==> src/rtl/code_prefetcher_if.sv <==
// Fabric-side bus of the command prefetcher.
//   master : prefetcher side (drives REQUEST, NUMBER_UNIT, ADDR, READ)
//   slave  : fabric side (drives EN, BUSY_SLAVE, RDATA, RVALID)
// Signals:
//   REQUEST     arbitration request
//   EN          arbitration grant
//   NUMBER_UNIT requesting unit id
//   ADDR        command address of the current burst
//   READ        one-cycle read strobe
//   BUSY_SLAVE  slave not ready, READ must be held off
//   RDATA       read beat
//   RVALID      RDATA valid
interface code_prefetcher_if #(
  parameter int SEG_W  = 8,
  parameter int BEAT_W = 8
);
  logic              REQUEST;
  logic              EN;
  logic [3:0]        NUMBER_UNIT;
  logic [SEG_W-1:0]  ADDR;
  logic              READ;
  logic              BUSY_SLAVE;
  logic [BEAT_W-1:0] RDATA;
  logic              RVALID;

  modport master (
    output REQUEST, NUMBER_UNIT, ADDR, READ,
    input  EN, BUSY_SLAVE, RDATA, RVALID
  );

  modport slave (
    input  REQUEST, NUMBER_UNIT, ADDR, READ,
    output EN, BUSY_SLAVE, RDATA, RVALID
  );
endinterface

==> src/rtl/code_prefetcher.sv <==
// Command prefetch unit. Arbitrates for the shared fabric, reads one command
// per multi-beat burst, buffers up to DEPTH commands and presents the head
// command to the core. The core clock is sampled as data; each detected rising
// edge pops one command. FLUSH drops the buffer and restarts fetching at IP.
// Ports:
//   RESET      async active-low reset
//   CLK_B      block clock
//   CLK_C      core clock, sampled on CLK_B, rising edge = pop request
//   FLUSH      one-cycle pulse: discard buffer, refetch from IP
//   IP         restart command address, sampled on FLUSH
//   COMMAND    FIFO head command (registered)
//   CMD_VALID  FIFO non-empty
//   STORE_BUSY FIFO empty or flushing, core must stall
//   fab        fabric bus (master side)
module code_prefetcher #(
  parameter int         SEG_W   = 8,
  parameter int         BEAT_W  = 8,
  parameter int         BEATS   = 4,
  parameter int         DEPTH   = 4,
  parameter logic [3:0] UNIT_ID = 4'd0
) (
  input  logic                      RESET,
  input  logic                      CLK_B,
  input  logic                      CLK_C,
  input  logic                      FLUSH,
  input  logic [SEG_W-1:0]          IP,
  output logic [BEAT_W*BEATS-1:0]   COMMAND,
  output logic                      CMD_VALID,
  output logic                      STORE_BUSY,
  code_prefetcher_if.master         fab
);
  localparam int CMD_W = BEAT_W * BEATS;
  localparam int IDX_W = (DEPTH > 1) ? $clog2(DEPTH) : 1;
  // One extra pointer bit distinguishes full from empty.
  localparam int PTR_W = IDX_W + 1;
  localparam int CNT_W = $clog2(BEATS + 1);
  localparam logic [PTR_W-1:0] DEPTH_P   = PTR_W'(DEPTH);
  localparam logic [CNT_W-1:0] LAST_BEAT = CNT_W'(BEATS - 1);
  localparam logic [CNT_W-1:0] BEATS_C   = CNT_W'(BEATS);

  typedef enum logic [2:0] {
    S_IDLE     = 3'd0,
    S_REQ      = 3'd1,
    S_ISSUE    = 3'd2,
    S_COLLECT  = 3'd3,
    S_FLUSHING = 3'd4
  } state_e;

  state_e             state_q, state_d;
  logic               clk_c_s1_q, clk_c_s1_d;
  logic               clk_c_s2_q, clk_c_s2_d;
  logic               clk_c_edge_q, clk_c_edge_d;
  logic [CMD_W-1:0]   mem_q [DEPTH];
  logic [CMD_W-1:0]   mem_d [DEPTH];
  logic [PTR_W-1:0]   rd_ptr_q, rd_ptr_d;
  logic [PTR_W-1:0]   wr_ptr_q, wr_ptr_d;
  logic [SEG_W-1:0]   fetch_ptr_q, fetch_ptr_d;
  logic [CNT_W-1:0]   beat_q, beat_d;
  logic [CNT_W-1:0]   flush_cnt_q, flush_cnt_d;
  logic [CMD_W-1:0]   asm_q, asm_d;
  logic [CMD_W-1:0]   command_q, command_d;
  logic               cmd_valid_q, cmd_valid_d;
  logic               store_busy_q, store_busy_d;
  logic               request_q, request_d;
  logic               read_q, read_d;
  logic [SEG_W-1:0]   addr_q, addr_d;

  logic               pop_edge_s;
  logic               pop_s;
  logic               collect_last_s;
  logic               wr_en_s;
  logic [PTR_W-1:0]   count_q_s;
  logic [PTR_W-1:0]   count_d_s;
  logic [CNT_W-1:0]   rem_s;

  assign COMMAND         = command_q;
  assign CMD_VALID       = cmd_valid_q;
  assign STORE_BUSY      = store_busy_q;
  assign fab.REQUEST     = request_q;
  assign fab.READ        = read_q;
  assign fab.ADDR        = addr_q;
  assign fab.NUMBER_UNIT = UNIT_ID;

  // Next-state logic: core-clock edge detect, FIFO, burst FSM and outputs.
  always_comb begin
    state_d        = state_q;
    clk_c_s1_d     = CLK_C;
    clk_c_s2_d     = clk_c_s1_q;
    clk_c_edge_d   = clk_c_s2_q;
    mem_d          = mem_q;
    fetch_ptr_d    = fetch_ptr_q;
    beat_d         = beat_q;
    flush_cnt_d    = flush_cnt_q;
    asm_d          = asm_q;
    read_d         = 1'b0;
    rem_s          = '0;

    pop_edge_s     = clk_c_s2_q & ~clk_c_edge_q;
    count_q_s      = wr_ptr_q - rd_ptr_q;
    // Pops on an empty FIFO are dropped; FLUSH cancels pop and write.
    pop_s          = pop_edge_s && (count_q_s != '0) && !FLUSH;
    collect_last_s = (state_q == S_COLLECT) && fab.RVALID && (beat_q == LAST_BEAT);
    wr_en_s        = collect_last_s && !FLUSH;

    if (FLUSH) begin
      rd_ptr_d = '0;
      wr_ptr_d = '0;
    end else begin
      rd_ptr_d = rd_ptr_q + PTR_W'(pop_s);
      wr_ptr_d = wr_ptr_q + PTR_W'(wr_en_s);
    end
    count_d_s = wr_ptr_d - rd_ptr_d;

    case (state_q)
      S_IDLE: begin
        // Nothing is in flight here, so occupancy alone decides.
        if (count_q_s < DEPTH_P) state_d = S_REQ;
        else                     state_d = S_IDLE;
      end
      S_REQ: begin
        if (fab.EN) state_d = S_ISSUE;
        else        state_d = S_REQ;
      end
      S_ISSUE: begin
        if (!fab.BUSY_SLAVE) begin
          read_d  = 1'b1;
          state_d = S_COLLECT;
        end else begin
          state_d = S_ISSUE;
        end
      end
      S_COLLECT: begin
        if (fab.RVALID) begin
          asm_d[int'(beat_q)*BEAT_W +: BEAT_W] = fab.RDATA;
          if (beat_q == LAST_BEAT) begin
            beat_d      = '0;
            fetch_ptr_d = fetch_ptr_q + SEG_W'(1);
            // Chain straight into the next burst while the grant holds and
            // the just-written command still leaves a slot free.
            if (fab.EN && (count_d_s < DEPTH_P)) state_d = S_ISSUE;
            else                                 state_d = S_IDLE;
          end else begin
            beat_d = beat_q + CNT_W'(1);
          end
        end else begin
          beat_d = beat_q;
        end
      end
      S_FLUSHING: begin
        if (fab.RVALID) begin
          if (flush_cnt_q <= CNT_W'(1)) begin
            flush_cnt_d = '0;
            state_d     = S_IDLE;
          end else begin
            flush_cnt_d = flush_cnt_q - CNT_W'(1);
          end
        end else begin
          flush_cnt_d = flush_cnt_q;
        end
      end
      default: state_d = S_IDLE;
    endcase

    if (FLUSH) begin
      beat_d      = '0;
      fetch_ptr_d = IP;
      read_d      = 1'b0;
      // Beats of an already issued burst are still coming; count them off.
      case (state_q)
        S_COLLECT:  rem_s = BEATS_C - beat_q - CNT_W'(fab.RVALID);
        S_FLUSHING: rem_s = flush_cnt_q - CNT_W'(fab.RVALID);
        default:    rem_s = '0;
      endcase
      if (rem_s != '0) begin
        state_d     = S_FLUSHING;
        flush_cnt_d = rem_s;
      end else begin
        state_d     = S_IDLE;
        flush_cnt_d = '0;
      end
    end else begin
      rem_s = '0;
    end

    if (wr_en_s) mem_d[wr_ptr_q[IDX_W-1:0]] = asm_d;
    else         mem_d = mem_q;

    cmd_valid_d  = (count_d_s != '0);
    command_d    = cmd_valid_d ? mem_d[rd_ptr_d[IDX_W-1:0]] : '0;
    store_busy_d = !cmd_valid_d || (state_d == S_FLUSHING);
    request_d    = (state_d != S_IDLE);
    addr_d       = (state_d == S_ISSUE) ? fetch_ptr_d : addr_q;
  end

  // State and output registers with asynchronous reset.
  always_ff @(posedge CLK_B or negedge RESET) begin
    if (!RESET) begin
      state_q      <= S_IDLE;
      clk_c_s1_q   <= 1'b0;
      clk_c_s2_q   <= 1'b0;
      clk_c_edge_q <= 1'b0;
      for (int i = 0; i < DEPTH; i++) mem_q[i] <= '0;
      rd_ptr_q     <= '0;
      wr_ptr_q     <= '0;
      fetch_ptr_q  <= '0;
      beat_q       <= '0;
      flush_cnt_q  <= '0;
      asm_q        <= '0;
      command_q    <= '0;
      cmd_valid_q  <= 1'b0;
      store_busy_q <= 1'b1;
      request_q    <= 1'b0;
      read_q       <= 1'b0;
      addr_q       <= '0;
    end else begin
      state_q      <= state_d;
      clk_c_s1_q   <= clk_c_s1_d;
      clk_c_s2_q   <= clk_c_s2_d;
      clk_c_edge_q <= clk_c_edge_d;
      mem_q        <= mem_d;
      rd_ptr_q     <= rd_ptr_d;
      wr_ptr_q     <= wr_ptr_d;
      fetch_ptr_q  <= fetch_ptr_d;
      beat_q       <= beat_d;
      flush_cnt_q  <= flush_cnt_d;
      asm_q        <= asm_d;
      command_q    <= command_d;
      cmd_valid_q  <= cmd_valid_d;
      store_busy_q <= store_busy_d;
      request_q    <= request_d;
      read_q       <= read_d;
      addr_q       <= addr_d;
    end
  end
endmodule

==> src/flat_wrapper.sv <==
// flat-port wrapper written by rule: the top's interface ports become plain ports
module code_prefetcher_flat 
#(
  parameter int         SEG_W   = 8,
  parameter int         BEAT_W  = 8,
  parameter int         BEATS   = 4,
  parameter int         DEPTH   = 4,
  parameter logic [3:0] UNIT_ID = 4'd0
)
  (RESET, CLK_B, CLK_C, FLUSH, IP, COMMAND, CMD_VALID, STORE_BUSY, fab_REQUEST, fab_NUMBER_UNIT, fab_ADDR, fab_READ, fab_EN, fab_BUSY_SLAVE, fab_RDATA, fab_RVALID);
  code_prefetcher_if #(.SEG_W(SEG_W), .BEAT_W(BEAT_W)) fab_i ();
  input  logic RESET;
  input  logic CLK_B;
  input  logic CLK_C;
  input  logic FLUSH;
  input  logic [SEG_W-1:0] IP;
  output logic [BEAT_W*BEATS-1:0] COMMAND;
  output logic CMD_VALID;
  output logic STORE_BUSY;
  output wire logic [$bits(fab_i.REQUEST)-1:0] fab_REQUEST;
  output wire logic [$bits(fab_i.NUMBER_UNIT)-1:0] fab_NUMBER_UNIT;
  output wire logic [$bits(fab_i.ADDR)-1:0] fab_ADDR;
  output wire logic [$bits(fab_i.READ)-1:0] fab_READ;
  input wire logic [$bits(fab_i.EN)-1:0] fab_EN;
  input wire logic [$bits(fab_i.BUSY_SLAVE)-1:0] fab_BUSY_SLAVE;
  input wire logic [$bits(fab_i.RDATA)-1:0] fab_RDATA;
  input wire logic [$bits(fab_i.RVALID)-1:0] fab_RVALID;
  assign fab_REQUEST = fab_i.REQUEST;
  assign fab_NUMBER_UNIT = fab_i.NUMBER_UNIT;
  assign fab_ADDR = fab_i.ADDR;
  assign fab_READ = fab_i.READ;
  assign fab_i.EN = fab_EN;
  assign fab_i.BUSY_SLAVE = fab_BUSY_SLAVE;
  assign fab_i.RDATA = fab_RDATA;
  assign fab_i.RVALID = fab_RVALID;
  code_prefetcher #(.SEG_W(SEG_W), .BEAT_W(BEAT_W), .BEATS(BEATS), .DEPTH(DEPTH), .UNIT_ID(UNIT_ID)) u_core (.RESET(RESET), .CLK_B(CLK_B), .CLK_C(CLK_C), .FLUSH(FLUSH), .IP(IP), .COMMAND(COMMAND), .CMD_VALID(CMD_VALID), .STORE_BUSY(STORE_BUSY), .fab(fab_i));
endmodule
==> config.mk <==
export PLATFORM = sky130hd
export DESIGN_NAME = code_prefetcher_flat
export DESIGN_NICKNAME = d
export VERILOG_FILES = /design/src/rtl/code_prefetcher_if.sv /design/src/rtl/code_prefetcher.sv /design/src/flat_wrapper.sv
export SDC_FILE = /design/constraint.sdc
export NUM_CORES = 1
export LEC_CHECK = 0
export ABC_AREA = 1
export ABC_CLOCK_PERIOD_IN_PS = 3560
export CORE_AREA = 5 5 187 189
export DETAILED_ROUTE_END_ITERATION = 7
export DIE_AREA = 0 0 192 194
export PLACE_DENSITY = 0.65
export SYNTH_ARGS = -nofsm -noshare
export SYNTH_HDL_FRONTEND = slang
export SYNTH_SLANG_ARGS = --single-unit
==> constraint.sdc <==
create_clock -name CLK_B -period 3.56 [get_ports CLK_B]
set_input_delay 0.712 -clock CLK_B [delete_from_list [all_inputs] [get_ports CLK_B]]
set_output_delay 0.712 -clock CLK_B [all_outputs]
set_load 0.03 [all_outputs]
Word-level counts from Yosys, hierarchy flattened
Index checks and enable logic that the tools add are counted.

storage, ports and cells
  output and inout bits = 48
  register bits after elaboration = 230
  word-level logic and storage cells = 112
  memories kept = 0
  bits in latches = 0
  bits in writable memories = 0
  ROM bits = 0

operators by class
  div/mod/pow operators = 0
  magnitude comparators = 6
  shifts and indexed selects = 2
  reductions and logical operators = 20
  eq/ne operators = 7
  $mul = 0
  bitwise logic cells = 4
  multiplexer cells = 42
  add/sub/neg operators = 11

operators by type and width
  cell                     number
  $mux 32                  6
  $bwmux 128               1
  $mux 128                 1
  $bmux 32 s2              1
  $demux 32 s2             1
  $mux 3                   18
  $neg 6->33               1
  $shift 8x33->32 const A  1
  $shiftx 8x33->32         1
  $bwmux 32                1
  $mux 8                   4
  $pmux 3 s5               1
  $eq 3x2->1 const B       4
  $reduce_bool 3->1        4
  $add 8x1->8 const B      1
  $logic_and 1x1->1        7
  $add 3x1->3              2
  $eq 3x3->1 const B       2
  $ge 3x3->1 const B       2
  $lt 3x3->1 const B       2
  $not 2->3                2
  $pmux 3 s2               1
  $reduce_bool 2->1        3
  $sub 3x1->3              2
  15 further kinds         23

Longest topological paths before layout
Gate-level depths: netlist (run 1).

  depth after elaboration = 16
  mapped depth = 23

Worst setup path before layout (run 1)
OpenSTA, ideal clock, no wires.

  path type = flip-flop to flip-flop
  from = register u_core.wr_ptr_q[0]
  to = register u_core.addr_q[7], in the netlist u_core.fab.ADDR[7]
  path slack = 0.003 ns
  period minus slack after synthesis = 3.557 ns
  required time = 3.441 ns
  arrival time = 3.438 ns
  buffers on the path = 1
  stages on the path, launching flop included = 22
  cells stage by stage = dfrtp_1 > inv_1 > ha_1 > inv_1 > a21oi_1 > xor2_1 > nand3_1 > nand3_1 > inv_1 > ha_1 > ha_1 > nand2_1 > clkbuf_1 > ha_1 > a21oi_1 > nand3_1 > nand3_1 > nand2_1 > nand2_2 > nand3_1 > nand2_1 > nand2_1

between the ends
  word-level cells in the longest chain between the ends = 15
  elaborated cells between the ends (all ways) = 19
  those cells by class = add/sub (4); order compare (2); eq/ne (1); mux (8); reduce/logical (4)

ends and longest elaborated chain
  what                            line                    source
  start: declaration              code_prefetcher.sv:56   logic [PTR_W-1:0] wr_ptr_q, wr_ptr_d;
  start signal: assignment        code_prefetcher.sv:222  wr_ptr_q <= wr_ptr_d;
  $sub 3x3->3                     code_prefetcher.sv:99   count_q_s = wr_ptr_q - rd_ptr_q;
  $reduce_bool 3->1               code_prefetcher.sv:101  pop_s = pop_edge_s && (count_q_s != '0) && !FLUSH;
  $logic_and 1x1->1 (2 in a row)  code_prefetcher.sv:101
  $add 3x1->3                     code_prefetcher.sv:109  rd_ptr_d = rd_ptr_q + PTR_W'(pop_s);
  $mux 3                          code_prefetcher.sv:105  if (FLUSH) begin
  $sub 3x3->3                     code_prefetcher.sv:112  count_d_s = wr_ptr_d - rd_ptr_d;
  $lt 3x3->1                      code_prefetcher.sv:140  if (fab.EN && (count_d_s < DEPTH_P)) state_d = S_ISSUE;
  $logic_and 1x1->1               code_prefetcher.sv:140
  $mux 2                          code_prefetcher.sv:140
  $mux 3                          code_prefetcher.sv:135  if (beat_q == LAST_BEAT) begin
  $mux 3                          code_prefetcher.sv:133  if (fab.RVALID) begin
  $pmux 3 s5 (*)                  code_prefetcher.sv:114  case (state_q)
  $mux 3 (*)                      code_prefetcher.sv:164  if (FLUSH) begin
  $eq 3x2->1 (*)                  code_prefetcher.sv:192  addr_d = (state_d == S_ISSUE) ? fetch_ptr_d : addr_q;
  end signal: assignment          code_prefetcher.sv:232  addr_q <= addr_d;
  end: declaration                code_prefetcher.sv:66   logic [SEG_W-1:0] addr_q, addr_d;

Mark *: on every way between the ends. The rest lies on a longest branch, timed or not.
A chain may end at the register's enable or synchronous reset.

Final worst setup path (run 1)
  from = register u_core.wr_ptr_q[1]
  to = register u_core.command_q[10], in the netlist u_core.COMMAND[10]

between the ends
  word-level cells in the longest chain between the ends = 11
  elaborated cells between the ends (all ways) = 23
  those cells by class = add/sub (4); order compare (2); mux (10); bitwise (2); reduce/logical (5)

ends and longest elaborated chain
  what                                                                  line                    source
  parallel branches: the longest is 10 deep, another holds $sub 3x3->3  -
  $mux 32 (*)                                                           code_prefetcher.sv:189  command_d = cmd_valid_d ? mem_d[rd_ptr_d[IDX_W-1:0]] : '0;
  named net u_core.command_d[10]                                        code_prefetcher.sv:61   logic [CMD_W-1:0] command_q, command_d;
  end signal: assignment                                                code_prefetcher.sv:227  command_q <= command_d;
  end: declaration                                                      code_prefetcher.sv:61

Mark *: on every way through the listed nets, which the timed path passes. The select of a mux whose other input is x is not followed.

==> results of run 1 <==
## worst min-delay path by stage
| stage | start | to | slack [ns] | cells past startpoint |
|---|---|---|---|---|
| after floorplan | u_core.clk_c_s1_q | u_core.clk_c_edge_d | 0.33 | 0 |
| after global placement | u_core.clk_c_s1_q | u_core.clk_c_edge_d | 0.33 | 0 |
| after detailed placement | u_core.clk_c_s1_q | u_core.clk_c_edge_d | 0.34 | 0 |
| after CTS | RESET | u_core.clk_c_s1_q | 0.16 | 1 |
| after global routing | RESET | u_core.fab.ADDR[4] | 0.20 | 1 |
| final | RESET | u_core.fab.ADDR[4] | 0.16 | 1 |
## cell families after synthesis
kind of cell,synth area share
AND/OR/NAND/NOR,0.343
buffers and inverters,0.0954
flip-flops,0.504
AO/OA/AOI/OAI,0.0329
adder cells (fa/ha/maj),0.0197
XOR/XNOR,0.00384
other,0.000329
## worst register-to-register path, stage by stage (launching register included)
cell and delay (ns):
dfrtp_1 0.40, ha_1 0.32, a21oi_1 0.18, xor2_1 0.21, nand3_1 0.09, nand3_1 0.08
inv_1 0.05, ha_1 0.18, ha_1 0.27, nand2_1 0.07, ha_1 0.33, a21oi_1 0.23
nand3_1 0.12, nand2_1 0.09, nand3_2 0.18, clkbuf_16 0.28, nand2_1 0.09, nor2_1 0.04
## sequential cells by signal (all words and copies together), names as in the netlist, 3 cells and up
register,flops
u_core.flush_cnt_q,3
u_core.mem_q,128
u_core.COMMAND,32
u_core.rd_ptr_q,3
u_core.fab.ADDR,8
u_core.state_q,3
u_core.asm_q,32
u_core.beat_q,3
u_core.fetch_ptr_q,8
u_core.wr_ptr_q,3
## synth_stat cells (5+ instances only)
cell type,instances
nand3_1,198
dfrtp_1,229
nand4_2,6
and2_1,87
ha_1,18
nand2_1,425
nor2_2,6
nor2_1,111
o21ai_0,22
buf_2,31
a21oi_1,9
buf_4,6
clkbuf_1,21
nand4_1,18
o21ai_1,21
inv_1,207
nor2_4,5
nor3_1,10
## cell type report
type                    instances  area, sq um  area share
clock buffers                  37          743      0.0544
multi-input cells             964         4600       0.336
clock inverters                11          141      0.0103
repair buffers                109         1070      0.0782
well taps                     448          561      0.0410
flip-flops and latches        230         5760       0.421
inverters                     212          798      0.0584
## power by group
| group | total, mW | internal (mW) | switching (mW) |
|---|---|---|---|
| registers | 2.81 | 2.73 | 0.0820 |
| logic | 0.791 | 0.262 | 0.530 |
| clock network | 2.74 | 1.67 | 1.06 |
| total | 6.34 | 4.67 | 1.67 |
## layer usage
metal | GRT usage | wire [microns]
met4 | 0.0325 | 431
met5 | 0 | 0
met1 | 0.223 | 13800
met3 | 0.0209 | 1360
met2 | 0.261 | 14000
==> PnR_summary.wiki, run 1 <==
{| class="wikitable"
! Metric !! Value
|-
| Critical path data arrival time || 3.74 ns
|-
| CTS Sinks || 230
|-
| Setup slack on the worst flop-to-flop path || 0.23 ns
|-
| Capture point of the worst reg-to-reg path || u_core.COMMAND[10]
|-
| Critical-path cell with the highest stage delay || dfrtp_1
|-
| Dominant register cell in the synthesized netlist || dfrtp_1
|-
| Total Routed Length || 29.6 mm
|-
| GRT Overall Usage || 0.158
|-
| Fraction of layout cells with a size suffix above 1 || 0.0768
|-
| Number of detailed-routing iterations run before antenna repair || 5
|-
| Number of resized instances in the post-cts repair step || 0
|-
| Area enclosed by the die boundary || 0.0372 sq mm
|-
| Highest clock frequency the design can meet || 300 MHz
|-
| Synth-to-layout area growth || 19.7%
|-
| Part of the cycle the worst path needs || 0.937
|-
| Top area cells in the synthesized netlist || dfrtp_1 50%, nand2_1 14%, nand3_1 8.7%
|-
| Power density normalized to cell area || 464 mW/mm^2
|-
| Average detailed-routed wire length per instance || 14.7 microns
|-
| Slew at the pin closest to its max-slew limit || 0.733 ns
|-
| Setup clock skew after layout || 0.0142 ns
|-
| Outcome || completed
|-
| Final instance area || 0.0137 sq mm
|-
| Gate Count Post-Synth || 1464
|-
| Largest stage delay on the critical path || 0.40 ns
|-
| Worst setup path endpoint || u_core.COMMAND[10]
|-
| Number of storage elements in the synthesis netlist || 230
|-
| Inserted Clock Buffers || 27
|-
| Hold-fix buffers at CTS || 0
|-
| Num rows || 67
|-
| Portion of the post-synthesis area used by sequential elements || 0.504
|-
| Floorplan Core Area || 0.0331 sq mm
|-
| Gp weighted congestion || 0.866
|-
| Fraction of registers with async set or reset after synthesis || 1.00
|-
| Library cell with the largest summed area after synthesis || dfrtp_1
|-
| Top library cells by usage in the layout, fill and taps aside || 425 x nand2_1, 229 x dfrtp_1, 206 x inv_1, 196 x nand3_1, 110 x nor2_1
|-
| Yosys Warn Count || 0
|-
| Die Height || 194 microns
|-
| # setup viols final || 0
|-
| Largest net degree at the start of global routing || 74
|-
| Vias in the first global route || 9196
|-
| Number of remaining DRC errors || 0
|-
| Chip Width || 192 microns
|-
| Yosys top cell area share || 0.502
|-
| Reported leakage power || 7.02 nW
|-
| Cell Count, Final, Fillers Out || 2011
|-
| Hold Slack || 0.158 ns
|-
| Total setup buffers inserted after CTS || 0
|-
| CTS root buffer || clkbuf_16
|-
| Via count normalized by instance count || 4.65
|-
| Final critical-path setup slack || 0.226 ns
|-
| Vias || 9354
|-
| Detailed-placement wirelength estimate || 19.1 mm
|-
| Worst setup timing slack at the placement stage || 0.0484 ns
|-
| Post-layout total power || 6.34 mW
|-
| Net total in the final layout || 1585
|-
| Clock slew at the register clock pins of the worst setup and hold paths || 0.06 ns
|-
| Netlist cell types || 37
|-
| CP max FO || 16
|-
| Number of hold violations in the final report || 0
|-
| EDFF count, synth || 0
|-
| Most common cell after layout, fill and taps aside || nand2_1
|-
| # port buffers || 66
|-
| Endpoint required time on the critical path || 3.97 ns
|-
| Dpl cell area || 0.0127 sq mm
|-
| Ordered cell list for the critical path || ha_1, a21oi_1, xor2_1, nand3_1, nand3_1, inv_1, ha_1, ha_1, nand2_1, ha_1, a21oi_1, nand3_1, nand2_1, nand3_2, clkbuf_16, nand2_1, nor2_1
|-
| Antenna violation net count after detailed routing || 0
|-
| Antenna cells || 0
|-
| Worst reg2reg path depth || 17
|-
| TritonCTS clock tree || done
|-
| Most numerous cell on the critical path || ha_1
|-
| Count of filler cells inserted in the layout || 3322
|-
| Pins over their slew limit || 0
|-
| Post-route core utilization || 0.413
|-
| Capturing element type of the critical path || flop
|-
| Setup CP Type || flop to flop
|-
| Number of buffers and inverters on the critical path || 2
|-
| Stages on worst setup path || 17
|-
| Global route overflow || 0
|-
| Mapped Area || 0.0114 sq mm
|-
| DRC marker count from the first detailed-route iteration || 591
|-
| Critical Path Start || u_core.wr_ptr_q[1]
|-
| Startpoint of the lowest-slack register-to-register path || u_core.wr_ptr_q[1]
|-
| Per-instance average area after synthesis || 7.80 sq um
|-
| Fin Setup TNS || 0 ns
|-
| Initial Utilization || 0.345
|-
| Number of H-tree levels || 1
|-
| Source-to-sink clock delay at the later pin of the worst-skew pair || 0.53 ns
|-
| Worst min-delay path category || input pin to asynchronous set/reset pin
|-
| Top Family by Delay on Critical Path || adder cells
|-
| I/O pin count || 71
|-
| Post-layout min period || 3.33 ns
|-
| Wire length of the first global-routing pass || 48.4 mm
|-
| Peak VDD IR || 309 uV
|-
| Placed cells || 1962
|-
| Initial antenna violation count || 0
|-
| Critical Path Source Type || flop
|-
| Worst slew margin relative to its limit || 0.510
|-
| Maximum number of buffers from clock root to sink || 3
|-
| Number of max-cap violations || 0
|}
Note: power is estimated with default switching activity, not from simulation.
==> run 2, diff against run 1 <==
--- a/config.mk
+++ b/config.mk
@@ -8,9 +8,11 @@
 export ABC_AREA = 1
 export ABC_CLOCK_PERIOD_IN_PS = 3560
 export CORE_AREA = 5 5 187 189
+export CTS_CLUSTER_DIAMETER = 40
 export DETAILED_ROUTE_END_ITERATION = 7
 export DIE_AREA = 0 0 192 194
 export PLACE_DENSITY = 0.65
+export RECOVER_POWER = 100
 export SYNTH_ARGS = -nofsm -noshare
 export SYNTH_HDL_FRONTEND = slang
 export SYNTH_SLANG_ARGS = --single-unit
==> run 2 against run 1 <==
- the run now ends with max-capacitance violations, max-slew violations left
- register-to-register slack gained 0.04 ns
- clock power rose by 27%
- critical path depth unchanged
==> PnR_summary.wiki, run 2 (same netlist as run 1, synthesis figures left out) <==
{| class="wikitable"
! Metric !! Value
|-
| Number of hold violations in the final report || 0 (unchanged)
|-
| Slew at the pin closest to its max-slew limit || 1.91 ns (+1.17 ns)
|-
| CTS Sinks || 230 (unchanged)
|-
| Largest reg by FF count || u_core.mem_q
|-
| Setup slack on the worst flop-to-flop path || 0.27 ns (+0.04 ns)
|-
| Highest clock frequency the design can meet || 304 MHz (+1.4%)
|-
| Area enclosed by the die boundary || 0.0372 sq mm (unchanged)
|-
| Sequential standard cell area || 0.00576 sq mm (unchanged)
|-
| I/O pin count || 71 (unchanged)
|-
| Max FFs per register || 128 (unchanged)
|-
| Antenna cells || 0 (unchanged)
|-
| Peak VDD IR || 247 uV (-20%)
|-
| # port buffers || 66 (unchanged)
|-
| Gp weighted congestion || 0.866 (unchanged)
|-
| Pins over their slew limit || 74 (+74)
|-
| Top library cells by usage in the layout, fill and taps aside || 427 x nand2_1, 229 x dfrtp_1, 206 x inv_1, 196 x nand3_1, 113 x nor2_1
|-
| Critical Path Source Type || flop
|-
| Post-layout min period || 3.29 ns (-0.0448 ns)
|-
| CTS root buffer || clkbuf_16
|-
| Comb power frac || 0.107 (-0.018)
|-
| Synth-to-layout area growth || 21.5%
|-
| Fraction of layout cells with a size suffix above 1 || 0.0773 (+0.000538)
|-
| Count of filler cells inserted in the layout || 3303 (-0.57%)
|-
| Fin Setup TNS || 0 ns (unchanged)
|-
| Vias in the first global route || 9412 (+2.3%)
|-
| Worst slew margin relative to its limit || -0.271 (-0.781)
|-
| Startpoint of the lowest-slack register-to-register path || u_core.wr_ptr_q[1]
|-
| CP max FO || 16 (unchanged)
|-
| Number of H-tree levels || 2 (+1)
|-
| Die Height || 194 microns (unchanged)
|-
| Switching Power || 1.83 mW (+9.2%)
|-
| Dpl cell area || 0.0127 sq mm (unchanged)
|-
| Net total in the final layout || 1594 (+0.57%)
|-
| Worst min-delay path category || flop to flop
|-
| Hold-fix buffers at CTS || 0 (unchanged)
|-
| Detailed-placement wirelength estimate || 19.1 mm (unchanged)
|-
| Largest net degree at the start of global routing || 74 (unchanged)
|-
| Initial antenna violation count || 0 (unchanged)
|-
| Worst reg2reg path depth || 17 (unchanged)
|-
| DRC marker count from the first detailed-route iteration || 619 (+4.7%)
|-
| Source-to-sink clock delay at the later pin of the worst-skew pair || 0.50 ns (-0.03 ns)
|-
| Inserted Clock Buffers || 35 (+30%)
|-
| Switching Share || 0.260 (-0.00388)
|-
| Violations in the final reports || max-capacitance violations, max-slew violations
|-
| Clock slew at the register clock pins of the worst setup and hold paths || 0.05 ns (about the same)
|-
| Part of the cycle the worst path needs || 0.924 (-0.0126)
|-
| # setup viols final || 0 (unchanged)
|-
| Fraction of power consumed by the clock network || 0.493 (+0.062)
|-
| Floorplan Core Area || 0.0331 sq mm (unchanged)
|-
| Vias || 9458 (+1.1%)
|-
| RSZ-0062 raised after global routing || false
|-
| Critical Path Start || u_core.wr_ptr_q[1]
|-
| Critical path data arrival time || 3.67 ns (-0.07 ns)
|-
| Capturing element type of the critical path || flop
|-
| P_int || 5.20 mW (+11%)
|-
| Total Routed Length || 30.1 mm (+1.6%)
|-
| Average detailed-routed wire length per instance || 14.8 microns (+0.85%)
|-
| Antenna violation net count after detailed routing || 0 (unchanged)
|-
| Reported leakage power || 7.28 nW (+3.7%)
|-
| Global route overflow || 0 (unchanged)
|-
| Final instance area || 0.0139 sq mm (+1.5%)
|-
| Number of max-cap violations || 1 (+1)
|-
| Num rows || 67 (unchanged)
|-
| Worst setup path endpoint || u_core.COMMAND[1]
|-
| Outcome || finished, violations left
|-
| Via count normalized by instance count || 4.67 (+0.36%)
|-
| Endpoint required time on the critical path || 3.94 ns (-0.03 ns)
|-
| Capture point of the worst reg-to-reg path || u_core.COMMAND[1]
|-
| Number of remaining DRC errors || 0 (unchanged)
|-
| Most common cell after layout, fill and taps aside || nand2_1
|-
| GRT Overall Usage || 0.162 (+0.00413)
|-
| Initial Utilization || 0.345 (unchanged)
|-
| Chip Width || 192 microns (unchanged)
|-
| Setup clock skew after layout || 0.0162 ns (+0.00207 ns)
|-
| Setup CP Type || flop to flop
|-
| Maximum number of buffers from clock root to sink || 3 (unchanged)
|-
| TritonCTS clock tree || done
|-
| Combined area of the multi-input logic cells || 0.00457 sq mm (-0.60%)
|-
| Wire length of the first global-routing pass || 49.3 mm (+1.9%)
|-
| Power density normalized to cell area || 507 mW/mm^2 (+9.2%)
|-
| Number of detailed-routing iterations run before antenna repair || 5 (unchanged)
|-
| Sequential share of power || 0.400 (-0.044)
|}
-- run 2: cell count changes in the layout (fill, tap and decap cells not counted), sizes merged --
cell,before,now
dlygate4sd3,0,47
clkinvlp,3,0
bufinv,3,4
clkbuf,38,58
clkinv,5,9
buf,43,32
inv,212,216
clkdlybuf4s50,65,18
-- run 2: critical path: stages, from the launching register on --
cell and delay [ns]:
dfrtp_1 0.39, ha_1 0.32, a21oi_1 0.18, xor2_1 0.20, nand3_1 0.09, nand3_1 0.08, inv_1 0.05, ha_1 0.18
ha_1 0.27, nand2_1 0.07, ha_1 0.33, a21oi_1 0.21, nand3_1 0.12, nand2_1 0.09, nand3_2 0.19, clkbuf_16 0.28
nand2_1 0.09, nor2_1 0.04
-- run 2: cell type report --
type / count / share of cell area
well taps: 448 / 0.0404
flip-flops and latches: 230 / 0.415
multi-input cells: 964 / 0.329
clock inverters: 17 / 0.0152
clock buffers: 45 / 0.0704
repair buffers: 110 / 0.0722
inverters: 212 / 0.0576
-- run 2: power groups by stage --
stage / combinational, mW / clock (mW) / sequential [mW]
after floorplan: 0.390 / 0 / 2.92
after global placement: 0.781 / 0 / 2.85
after detailed placement: 0.794 / 0 / 2.86
after CTS: 0.798 / 3.54 / 2.81
after global routing: 0.851 / 3.66 / 2.82
final: 0.751 / 3.47 / 2.81
-- run 2: through the flow --
step	total power, mW	setup slack, ns	utilization	instances	hold WS, ns
floorplan	3.31	0.00341	-	1467	0.331
global placement	3.64	0.114	0.385	1962	0.335
detailed placement	3.65	0.0484	0.385	1962	0.341
CTS	7.15	0.232	0.421	2024	0.195
global route	7.34	0.0321	0.419	2026	0.366
finish	7.03	0.270	0.419	2026	0.353
-- run 2: timing repair --
| item | CTS | global route |
|---|---|---|
| buffers inserted | 0 | 1 |
| resized for setup | 0 | 3 |
| endpoints found under the setup margin | 0 | 40 |
-- run 2: routing by layer --
layer	vias to the layer above	global-route usage	part of all wire
met5	-	0	0
met1	4492	0.226	0.47
li1	4714	-	-
met2	201	0.263	0.47
met4	0	0.0460	0.021
met3	51	0.0245	0.044
-- run 2: how the worst min path moves through the flow --
stage                      startpoint                   to  slack [ns]  cells past startpoint
floorplan           u_core.clk_c_s1_q  u_core.clk_c_edge_d        0.33                      0
global placement    u_core.clk_c_s1_q  u_core.clk_c_edge_d        0.33                      0
detailed placement  u_core.clk_c_s1_q  u_core.clk_c_edge_d        0.34                      0
CTS                             RESET   u_core.fab.ADDR[5]        0.19                      1
global route        u_core.clk_c_s1_q  u_core.clk_c_edge_d        0.37                      0
finish              u_core.clk_c_s1_q  u_core.clk_c_edge_d        0.35                      0
